## src/rtl/a51_keystream_sequencer.sv

```systemverilog
// a51_keystream_sequencer
// Drives an external A5/1 LFSR core (R1/R2/R3 with majority clocking) through
// one burst: clear, key load, frame load, mixing, then keystream generation.
// Key bytes arrive from the PS/2 decoder; keystream bytes leave on a
// valid/ready handshake towards the LCD / seven-segment path.
//
// Ports
//   inclock        system clock, rising edge
//   resetn         asynchronous active-low reset
//   key_wr         strobe: shift key_byte into the key register (IDLE only)
//   key_byte[7:0]  key byte; the first byte written ends up in key bits [7:0]
//   frame_num      frame number, latched when start is accepted
//   start          strobe: begin a burst (IDLE only)
//   abort          return to IDLE on the next edge from any state
//   core_clear     synchronous clear of R1/R2/R3
//   core_step      advance the core one step this cycle
//   core_force_all with core_step: clock all registers, XOR core_in_bit into LSBs
//   core_in_bit    key/frame load bit
//   core_ks_bit    XOR of the core register MSBs (combinational in the core)
//   ks_byte[7:0]   keystream byte, first generated bit in bit 7
//   ks_valid       ks_byte valid, held until ks_ready
//   ks_ready       consumer accepts the byte at an edge with ks_valid high
//   busy           high whenever the sequencer is not idle
//   done           one-cycle pulse after the last byte of a burst is accepted
module a51_keystream_sequencer #(
    parameter int KEY_BITS   = 64,
    parameter int FRAME_BITS = 22,
    parameter int MIX_CYCLES = 100,
    parameter int KS_BITS    = 228
) (
    input  logic                  inclock,
    input  logic                  resetn,
    input  logic                  key_wr,
    input  logic [7:0]            key_byte,
    input  logic [FRAME_BITS-1:0] frame_num,
    input  logic                  start,
    input  logic                  abort,
    output logic                  core_clear,
    output logic                  core_step,
    output logic                  core_force_all,
    output logic                  core_in_bit,
    input  logic                  core_ks_bit,
    output logic [7:0]            ks_byte,
    output logic                  ks_valid,
    input  logic                  ks_ready,
    output logic                  busy,
    output logic                  done
);

    localparam int PHASE_MAX = (KEY_BITS > FRAME_BITS)
                             ? ((KEY_BITS > MIX_CYCLES) ? KEY_BITS : MIX_CYCLES)
                             : ((FRAME_BITS > MIX_CYCLES) ? FRAME_BITS : MIX_CYCLES);
    localparam int CNT_W  = $clog2(PHASE_MAX);
    localparam int KS_W   = $clog2(KS_BITS);
    localparam int LOAD_W = (KEY_BITS > FRAME_BITS) ? KEY_BITS : FRAME_BITS;

    typedef enum logic [3:0] {
        IDLE, CLEAR, KEY, FRAME, MIX, GEN_STEP, GEN_CAP, OUT, DONE
    } state_t;

    state_t                 state_reg;
    logic [KEY_BITS-1:0]    key_reg;
    logic [FRAME_BITS-1:0]  frame_reg;
    // Working copy of the key/frame being fed to the core, so key_reg itself
    // survives an abort in the middle of the load.
    logic [LOAD_W-1:0]      load_sr_reg;
    logic [CNT_W-1:0]       cnt_reg;
    logic [KS_W-1:0]        ks_cnt_reg;
    logic [2:0]             bit_idx_reg;
    logic [6:0]             ks_sh_reg;
    logic                   last_reg;

    logic core_clear_reg, core_step_reg, core_force_reg, core_in_reg;
    logic [7:0] ks_byte_reg;
    logic ks_valid_reg, busy_reg, done_reg;

    assign core_clear     = core_clear_reg;
    assign core_step      = core_step_reg;
    assign core_force_all = core_force_reg;
    assign core_in_bit    = core_in_reg;
    assign ks_byte        = ks_byte_reg;
    assign ks_valid       = ks_valid_reg;
    assign busy           = busy_reg;
    assign done           = done_reg;

    always_ff @(posedge inclock or negedge resetn) begin
        if (!resetn) begin
            state_reg      <= IDLE;
            key_reg        <= '0;
            frame_reg      <= '0;
            load_sr_reg    <= '0;
            cnt_reg        <= '0;
            ks_cnt_reg     <= '0;
            bit_idx_reg    <= '0;
            ks_sh_reg      <= '0;
            last_reg       <= 1'b0;
            core_clear_reg <= 1'b0;
            core_step_reg  <= 1'b0;
            core_force_reg <= 1'b0;
            core_in_reg    <= 1'b0;
            ks_byte_reg    <= '0;
            ks_valid_reg   <= 1'b0;
            busy_reg       <= 1'b0;
            done_reg       <= 1'b0;
        end else begin
            // Key bytes are only taken while idle; a byte arriving with start
            // is shifted in first, and CLEAR gives it a cycle to settle.
            if (state_reg == IDLE && key_wr)
                key_reg <= {key_byte, key_reg[KEY_BITS-1:8]};

            if (abort) begin
                state_reg      <= IDLE;
                core_clear_reg <= 1'b0;
                core_step_reg  <= 1'b0;
                core_force_reg <= 1'b0;
                core_in_reg    <= 1'b0;
                ks_valid_reg   <= 1'b0;
                busy_reg       <= 1'b0;
                done_reg       <= 1'b0;
            end else begin
                case (state_reg)
                    IDLE: begin
                        if (start) begin
                            frame_reg      <= frame_num;
                            cnt_reg        <= '0;
                            ks_cnt_reg     <= '0;
                            bit_idx_reg    <= '0;
                            last_reg       <= 1'b0;
                            core_clear_reg <= 1'b1;
                            busy_reg       <= 1'b1;
                            state_reg      <= CLEAR;
                        end
                    end
                    CLEAR: begin
                        core_clear_reg <= 1'b0;
                        core_step_reg  <= 1'b1;
                        core_force_reg <= 1'b1;
                        core_in_reg    <= key_reg[0];
                        load_sr_reg    <= LOAD_W'(key_reg >> 1);
                        cnt_reg        <= '0;
                        state_reg      <= KEY;
                    end
                    KEY: begin
                        if (cnt_reg == CNT_W'(KEY_BITS - 1)) begin
                            core_in_reg <= frame_reg[0];
                            load_sr_reg <= LOAD_W'(frame_reg >> 1);
                            cnt_reg     <= '0;
                            state_reg   <= FRAME;
                        end else begin
                            core_in_reg <= load_sr_reg[0];
                            load_sr_reg <= load_sr_reg >> 1;
                            cnt_reg     <= cnt_reg + CNT_W'(1);
                        end
                    end
                    FRAME: begin
                        if (cnt_reg == CNT_W'(FRAME_BITS - 1)) begin
                            core_force_reg <= 1'b0;
                            core_in_reg    <= 1'b0;
                            cnt_reg        <= '0;
                            state_reg      <= MIX;
                        end else begin
                            core_in_reg <= load_sr_reg[0];
                            load_sr_reg <= load_sr_reg >> 1;
                            cnt_reg     <= cnt_reg + CNT_W'(1);
                        end
                    end
                    MIX: begin
                        // core_step stays high into the first GEN_STEP
                        if (cnt_reg == CNT_W'(MIX_CYCLES - 1)) begin
                            cnt_reg   <= '0;
                            state_reg <= GEN_STEP;
                        end else begin
                            cnt_reg <= cnt_reg + CNT_W'(1);
                        end
                    end
                    GEN_STEP: begin
                        core_step_reg <= 1'b0;
                        state_reg     <= GEN_CAP;
                    end
                    GEN_CAP: begin
                        ks_sh_reg   <= {ks_sh_reg[5:0], core_ks_bit};
                        bit_idx_reg <= bit_idx_reg + 3'd1;
                        if (ks_cnt_reg != KS_W'(KS_BITS - 1))
                            ks_cnt_reg <= ks_cnt_reg + KS_W'(1);
                        if (bit_idx_reg == 3'd7 || ks_cnt_reg == KS_W'(KS_BITS - 1)) begin
                            // Left-align: a short final byte keeps its bits in
                            // the top positions; stale shifter bits fall off.
                            ks_byte_reg  <= {ks_sh_reg, core_ks_bit} << (3'd7 - bit_idx_reg);
                            ks_valid_reg <= 1'b1;
                            last_reg     <= (ks_cnt_reg == KS_W'(KS_BITS - 1));
                            state_reg    <= OUT;
                        end else begin
                            core_step_reg <= 1'b1;
                            state_reg     <= GEN_STEP;
                        end
                    end
                    OUT: begin
                        // Core stays frozen here, so stalls never lose bits.
                        if (ks_ready) begin
                            ks_valid_reg <= 1'b0;
                            if (last_reg) begin
                                done_reg  <= 1'b1;
                                state_reg <= DONE;
                            end else begin
                                core_step_reg <= 1'b1;
                                state_reg     <= GEN_STEP;
                            end
                        end
                    end
                    DONE: begin
                        done_reg  <= 1'b0;
                        busy_reg  <= 1'b0;
                        state_reg <= IDLE;
                    end
                    default: begin
                        state_reg <= IDLE;
                        busy_reg  <= 1'b0;
                    end
                endcase
            end
        end
    end

endmodule

```

## config.mk

```make
export PLATFORM = sky130hd
export DESIGN_NAME = a51_keystream_sequencer
export DESIGN_NICKNAME = d
export VERILOG_FILES = /design/src/rtl/a51_keystream_sequencer.sv
export SDC_FILE = /design/constraint.sdc
export NUM_CORES = 1
export LEC_CHECK = 0
export CORE_UTILIZATION = 45
export DETAILED_ROUTE_END_ITERATION = 10
export PLACE_DENSITY = 0.71
export SKIP_CTS_REPAIR_TIMING = 1
export SYNTH_ARGS = -nofsm -noshare
export SYNTH_HDL_FRONTEND = slang
export SYNTH_SLANG_ARGS = --single-unit
```

## constraint.sdc

```tcl
create_clock -name inclock -period 1.9 [get_ports inclock]
set_input_delay 0.38 -clock inclock [delete_from_list [all_inputs] [get_ports inclock]]
set_output_delay 0.38 -clock inclock [all_outputs]
set_load 0.02 [all_outputs]
```

* Word level (Yosys, flattened, before mapping) *
Cells that the tools add are included.

storage, ports and cells
  input bits = 37
  word-level logic and storage cells = 129
  output and inout port bits = 15
  register bits after elaboration = 195

operators by class
  bitwise gates (word level) = 1
  shift-type cells = 1
  eq/ne operators = 28
  multiplexer cells = 50
  reduce and logical (&&, ||, !) cells = 28
  add/subtract/negate cells = 4

operators with widths
  kind                                                 number
  case mux 64 bit (3 select lines)                     1
  2-to-1 mux 64 bit                                    1
  2-to-1 mux 63 bit                                    1
  case mux 7 bit (5 select lines)                      1
  case mux 4 bit (8 select lines)                      1
  2-to-1 mux 4 bit                                     7
  2-to-1 mux 7 bit                                     4
  != test 3 bit, second input constant                 9
  AND reduction 3 bit                                  7
  2-to-1 mux 1 bit                                     20
  equality test 4 x 3 -> 1 bit, second input constant  4
  2-to-1 mux 8 bit                                     2
  case mux 8 bit (2 select lines)                      1
  nonzero test 3 bit                                   5
  case mux 1 bit (2 select lines)                      6
  AND reduction 4 bit                                  3
  nonzero test 5 bit                                   2
  adder 8 x 1 -> 8 bit, second input constant          1
  equality test 4 x 2 -> 1 bit, second input constant  2
  equality test 8 bit, second input constant           1
  != test 2 bit, second input constant                 4
  != test 8 bit, second input constant                 1
  AND reduction 2 bit                                  4
  left shift 8 x 3 -> 8 bit                            1
  23 further kinds                                     23

* Depth between registers and ports, before layout *
Gate-level depths: netlist (run 1).

  word-level depth = 5
  gate-level depth with buffers = 8
  gate-level depth less buffers = 6

* Worst setup path before layout (run 1) *
No wires, ideal clock.

  kind = flip-flop to flip-flop
  start = reg cnt_reg[0]
  end = reg state_reg[2]
  clock period less this slack = 1910 ps
  data required time = 1778 ps
  setup slack = -10 ps
  library setup time = 122 ps
  cell stages (with the launch flop) = 8
  path buffers = 2
  arrival time = 1787 ps
  path through = dfrtp_1 -> ha_1 -> and4_1 -> buf_6 -> a21oi_4 -> or4_4 -> buf_6 -> mux2i_1

on the way
  longest elaborated chain between the ends = 3
  elaborated cells on any way between the ends = 7
  classes of those cells = eq/ne: 6; reduce/logical: 1

ends and longest elaborated chain
  element                                            RTL line  text
  from (decl)                                        67        logic [CNT_W-1:0] cnt_reg;
  from (signal assigned)                             152       cnt_reg <= cnt_reg + CNT_W'(1);
  from (signal assigned)                             164       cnt_reg <= cnt_reg + CNT_W'(1);
  from (signal assigned)                             173       cnt_reg <= cnt_reg + CNT_W'(1);
  equality test 7 bit, or another cell as far along  169       if (cnt_reg == CNT_W'(MIX_CYCLES - 1)) begin
  != test 3 bit (no source line)                     --
  AND reduction 5 bit (no source line) *             --
  to (signal assigned)                               171       state_reg <= GEN_STEP;
  to (signal assigned)                               178       state_reg <= GEN_CAP;
  to (signal assigned)                               191       state_reg <= OUT;
  to (decl)                                          61        state_t state_reg;

Every way passes the cells marked *; elsewhere a longest branch is shown, timed or not.
A chain may end at the register's enable or synchronous reset.

* Final worst setup path (run 1) *
  start = reg cnt_reg[0]
  end = reg state_reg[1]

The elaborated chain is that of the path after synthesis.

==> metrics, run 1 <==
outcome finished, final reports clean; register area share after synthesis 51.96%; routed vias 7493; routed len/inst 17.51 um; RSZ-0062 raised after global routing yes; placed cells between 1000 and 1500; TritonCTS buffer count 17; share of layout cells above drive strength 1 21.89%; CP Launch Point cnt_reg[0]; CTS tree done; Setup crit end state_reg[1]; Mapped Cells 922; Crit path max-delay family simple AND/OR/NAND/NOR gates; post-layout util 55.73%; CTS Buffer Depth 2; cells along the critical path ha_4, nand4b_1, o311a_1, or4_4, mux2i_1; #FFs+latches synth between 150 and 200; end of the worst register-to-register path state_reg[1]; period utilization 98.41%; Slew Viols, Final 0; Critical Path Sink Type flip-flop; Max-slew headroom a little over two thirds; synth cell count leaders 194 x dfrtp_1, 151 x nand2_1, 80 x mux2_2; average vias per placed instance 5.836; worst reg2reg setup slack roughly 0.030 ns; most common cell in the netlist dfrtp_1; arrival time at the worst endpoint 2.19 ns; WP buf/inv 0; placer's final routability congestion estimate 0.8981; Rows 52; drt total wl 22.48 mm; critical path peak fanout 5; clock root buffer clkbuf_16; r2r startpoint cnt_reg[0]; vias in the first global route 7261; initial core utilization 46.03%; max_cap viols 0; Detailed Route Iter0 Violations 605; top_reg_cell synth dfrtp_1; number of buffers added on ports 51; Die Y about 150 um; global-route usage over all layers 21.48%; Slew @ Worst Pin 0.4385 ns; syn nets 964; peak supply drop 0.9140 mV; CP Data Required Time 2.22 ns; largest net degree at the start of global routing 65; Synth top area share just over 50%; # IOs 52; clock latency on the worst-skew pair 0.44 ns; post-synth design cell area a little over 0.009 mm^2; area grow syn2layout 21.06%; # diodes 0; H-tree depth 4; Critical Setup Path Class reg2reg; cell taking the most area after synthesis dfrtp_1; fmax 0.5348 GHz; Tot Pwr 0.01701 W; core area 0.02030 mm^2; Final setup viols 0; Async S/R FF share, synth 100.0%; setup TNS 0 ns; full die area approximately 0.021 mm^2; Worst setup SP type flip-flop; Crit-path slowest cell or4_4; DRC violations left 0; DP HPWL 14.31 mm; P_leak 4.802 nW; chip width 146.1 um; final-report hold violation count 0; Mapped Avg Cell Area approximately 10 um^2; Yosys cell types 60; clock-pin slew on the worst setup and hold paths 0.07 ns; Hold Slack ~0.42 ns; cells on worst reg2reg path 5; number of synthesized flops with an enable pin 0; clk sink count about 190; antenna violations before repair 0; critical path depth in cells 5; Synth warnings 0; post-route minimum period 1.870 ns; CP max stage delay 0.56 ns; # fillers 1771; PwrDens 1503 mW/mm^2; fin cells 1284; Final ANT Viol Nets 0; number of flip-flops in the largest register 64; Setup Skew 0.008922 ns; grt ovf 0; Pre-Repair DR Iteration Count 5; nets@finish between 1000 and 1500; largest cells by area after synthesis dfrtp_1 52%, mux2_2 9.6%, nand2_1 6.1%, a21oi_1 3.7%, o21ai_0 3.3%; first-pass GRT wire length 37.33 mm; Hold Path Class in2async
-- where the power goes --
part / internal, W / total (W) / switching, W / leakage (nW)
clock network: 0.00185 / 0.00357 / 0.00172 / 0.280
logic: 0.00309 / 0.00634 / 0.00325 / 2.16
registers: 0.00587 / 0.00709 / 0.00122 / 2.36
-- layout make-up --
class | instances | area [um^2] | area share, %
flip-flops and latches | 194 | 4857 | 42.94
clock buffers | 17 | 425.4 | 3.761
clock inverters | 14 | 151.4 | 1.338
inverters | 13 | 48.80 | 0.4314
repair buffers | 137 | 1366 | 12.08
multi-input cells | 639 | 4125 | 36.47
well taps | 270 | 337.8 | 2.986
-- metal layers --
metal / routed length [um] / vias up / GRT usage, %
met5: 0 / - / 0
met4: 362 / 0 / 7.708
met3: 817 / 28 / 3.031
met2: 10830 / 167 / 34.04
met1: 10470 / 3793 / 30.18
li1: - / 3505 / -
-- cell usage in the layout, fill, tap and decap left out, types with 13 or more instances in the layout --
master	synthesis	final
nand3_1	48	48
o22a_1	21	21
o21ai_0	62	62
inv_1	13	13
nand2_1	151	151
a31oi_1	43	43
clkdlybuf4s50_1	0	50
mux2_2	80	80
nor2_1	14	13
nand4_1	29	29
dfrtp_1	194	192
buf_4	2	67
buf_12	0	14
o21ai_1	15	15
a21oi_1	69	68
clkbuf_16	0	18
-- worst min-delay path by stage --
stage | end | slack, ns
detailed placement | frame_reg[10] | 0.32
global route | frame_reg[10] | 0.43
floorplan | bit_idx_reg[0] | 0.08
global placement | frame_reg[5] | 0.33
finish | frame_reg[10] | 0.42
CTS | frame_reg[10] | -0.16
-- kinds of logic after synthesis --
logic type,synth area share [%]
AOI/OAI and AO/OA,16.31
DFF,51.96
adders and majority gates,0.6695
buffers and inverters,4.432
muxes,11.25
xor gates and xnor gates,0.1875
and+or+nand+nor,15.20
-- through the flow --
step	instance area [um^2]	setup WS (ns)
global placement	10630	-0.1290
floorplan	9346	0.003565
CTS	11200	-0.03857
global route	11310	-0.05206
detailed placement	10630	-0.1448
finish	11310	0.03030
Note: power is estimated with default switching activity, not from simulation.
==> run 2: changes to the inputs <==
PLACE_DENSITY = 0.69   (was 0.71)
clock period = 2.4 ns   (was 1.9 ns; I/O delays follow)
==> run 2 against run 1 <==
  * Combinational power is 27% lower
  * Largest power group unchanged
  * Sequential power down 20%
  * Setup slack improved by 0.27 ns
  * First-iteration DRC count shrank 4.1%
  * Worst hold slack worse by 0.41 ns
  * Highest routed layer unchanged
  * Critical path depth unchanged
  * Final area is 3.9% lower
  * Register-to-register slack improved by 0.27 ns
  * Clock power decreased by 22%
  * Sequential share of layout area rose by 1.7 points
==> metrics, run 2 (synthesis gave the netlist of run 1 again) <==
setup TNS 0 ns (unchanged); Critical Setup Path Class reg2reg; DRC violations left 0 (unchanged); worst reg2reg setup slack 0.30 ns (+0.27 ns); post-route minimum period 2.104 ns (+0.2338 ns); routed len/inst 17.16 um (-2.0%); initial core utilization 46.03% (unchanged); most frequent cells in the layout 194 x dfrtp_1, 151 x nand2_1, 80 x mux2_2, 69 x a21oi_1, 62 x o21ai_0; share of layout cells above drive strength 1 17.63% (-4.3 points); CTS tree done; RSZ-0062 raised after global routing no; first-pass GRT wire length 36.45 mm (-2.3%); H-tree depth 4 (unchanged); Max-slew headroom 40.65% (-30 points); final-report hold violation count 0 (unchanged); Detailed Route Iter0 Violations 580 (-4.1%); core area 0.02030 mm^2 (unchanged); arrival time at the worst endpoint 2.43 ns (+0.24 ns); DP HPWL 13.69 mm (-4.3%); grt ovf 0 (unchanged); outcome finished, final reports clean; full die area 0.02135 mm^2 (unchanged); number of flip-flops in the largest register 64 (unchanged); # IOs 52 (unchanged); CTS Buffer Depth 2 (unchanged); vias in the first global route 7065 (-2.7%); largest net degree at the start of global routing 65 (unchanged); period utilization 87.65% (-11 points); peak supply drop 0.7106 mV (-22%); clock root buffer clkbuf_16; Tot Pwr 0.01307 W (-23%); number of buffers added on ports 51 (unchanged); fmax 0.4754 GHz (-11%); Setup Skew 0.01141 ns (+0.002488 ns); critical path peak fanout 7 (+2); TritonCTS buffer count 17 (unchanged); drt total wl 21.28 mm (-5.4%); post-layout util 53.55% (-2.2 points); Final setup viols 0 (unchanged); global-route usage over all layers 20.97% (-0.51 points); final worst slack 0.2965 ns (+0.2662 ns); cells on worst reg2reg path 5 (unchanged); Slew Viols, Final 0 (unchanged); CP Launch Point ks_cnt_reg[0]; Rows 52 (unchanged); Pre-Repair DR Iteration Count 5 (unchanged); clk sink count 194 (unchanged); clock latency on the worst-skew pair 0.44 ns (about the same); routed vias 7264 (-3.1%); # diodes 0 (unchanged); antenna violations before repair 0 (unchanged); # fillers 1866 (+5.4%); clock-pin slew on the worst setup and hold paths 0.07 ns (about the same); Critical Path Sink Type flip-flop; commonest non-fill, non-tap cell in the layout dfrtp_1; area grow syn2layout 16.34%; chip width 146.1 um (unchanged); placer's final routability congestion estimate 0.8481 (-5.6%); nets@finish 1000 (-4.2%); P_leak 4.551 nW (-5.2%); Hold Path Class in2async; max_cap viols 0 (unchanged); Worst setup SP type flip-flop; Slew @ Worst Pin 0.8821 ns (+0.4436 ns); Die Y 146.1 um (unchanged); r2r startpoint ks_cnt_reg[0]; end of the worst register-to-register path ks_byte[7]; PwrDens 1202 mW/mm^2 (-20%); average vias per placed instance 5.858 (+0.38%); Final ANT Viol Nets 0 (unchanged); CP Data Required Time 2.72 ns (+0.50 ns); DP Worst Slack 0.09660 ns (+0.2414 ns)
run 2: cell count changes in the layout (fill, tap and decap cells not counted), sizes merged:
cell / previous run / this run
buf: 84 / 42
bufinv: 1 / 0
clkinv: 5 / 2
dlygate4sd3: 1 / 0
inv: 19 / 22
run 2: power by group:
part | switching, W | internal (W)
registers | 0.000997 | 0.00464
logic | 0.00242 | 0.00222
clock network | 0.00137 | 0.00141
total | 0.00478 | 0.00828
run 2: area by class of cell:
cell class	count	area (um^2)	share of cell area, %
flip-flops and latches	194	4855	44.66
multi-input cells	639	4084	37.57
clock inverters	13	138.9	1.278
inverters	13	48.80	0.4489
repair buffers	93	967.2	8.897
well taps	270	337.8	3.108
clock buffers	18	439.2	4.040
run 2: critical path: stages (launching register included):
cell and delay (ns):
dfrtp_1 0.41, ha_1 0.25, nand4_1 0.13, o41a_1 0.48
nor2_2 0.34, mux2_2 0.38
run 2: worst max-delay path by stage:
stage / slack (ns) / end / depth (start not counted)
after CTS: 0.30 / ks_cnt_reg[2] / 6
after detailed placement: 0.1 / load_sr_reg[26] / 6
final: 0.30 / ks_byte[7] / 5
after global placement: 0.15 / load_sr_reg[25] / 6
after global routing: 0.1 / cnt_reg[2] / 5
after floorplan: 0.49 / state_reg[2] / 7
run 2: through the flow:
stage               hold WS, ns  instance area [um^2]  instances
floorplan                0.1844                  9344        922
global placement         0.4616                 10290       1209
detailed placement       0.4664                 10290       1209
CTS                     0.02245                 10870       1240
global route            0.02725                 10870       1240
finish                 0.009786                 10870       1240
run 2: layer usage:
metal  wire, um  up-vias  track usage (%)
li1           -     3418                -
met1      10020     3644            29.84
met2      10170      188            32.89
met3        918       14            4.375
met4        168        0            5.000
met5          0        -                0
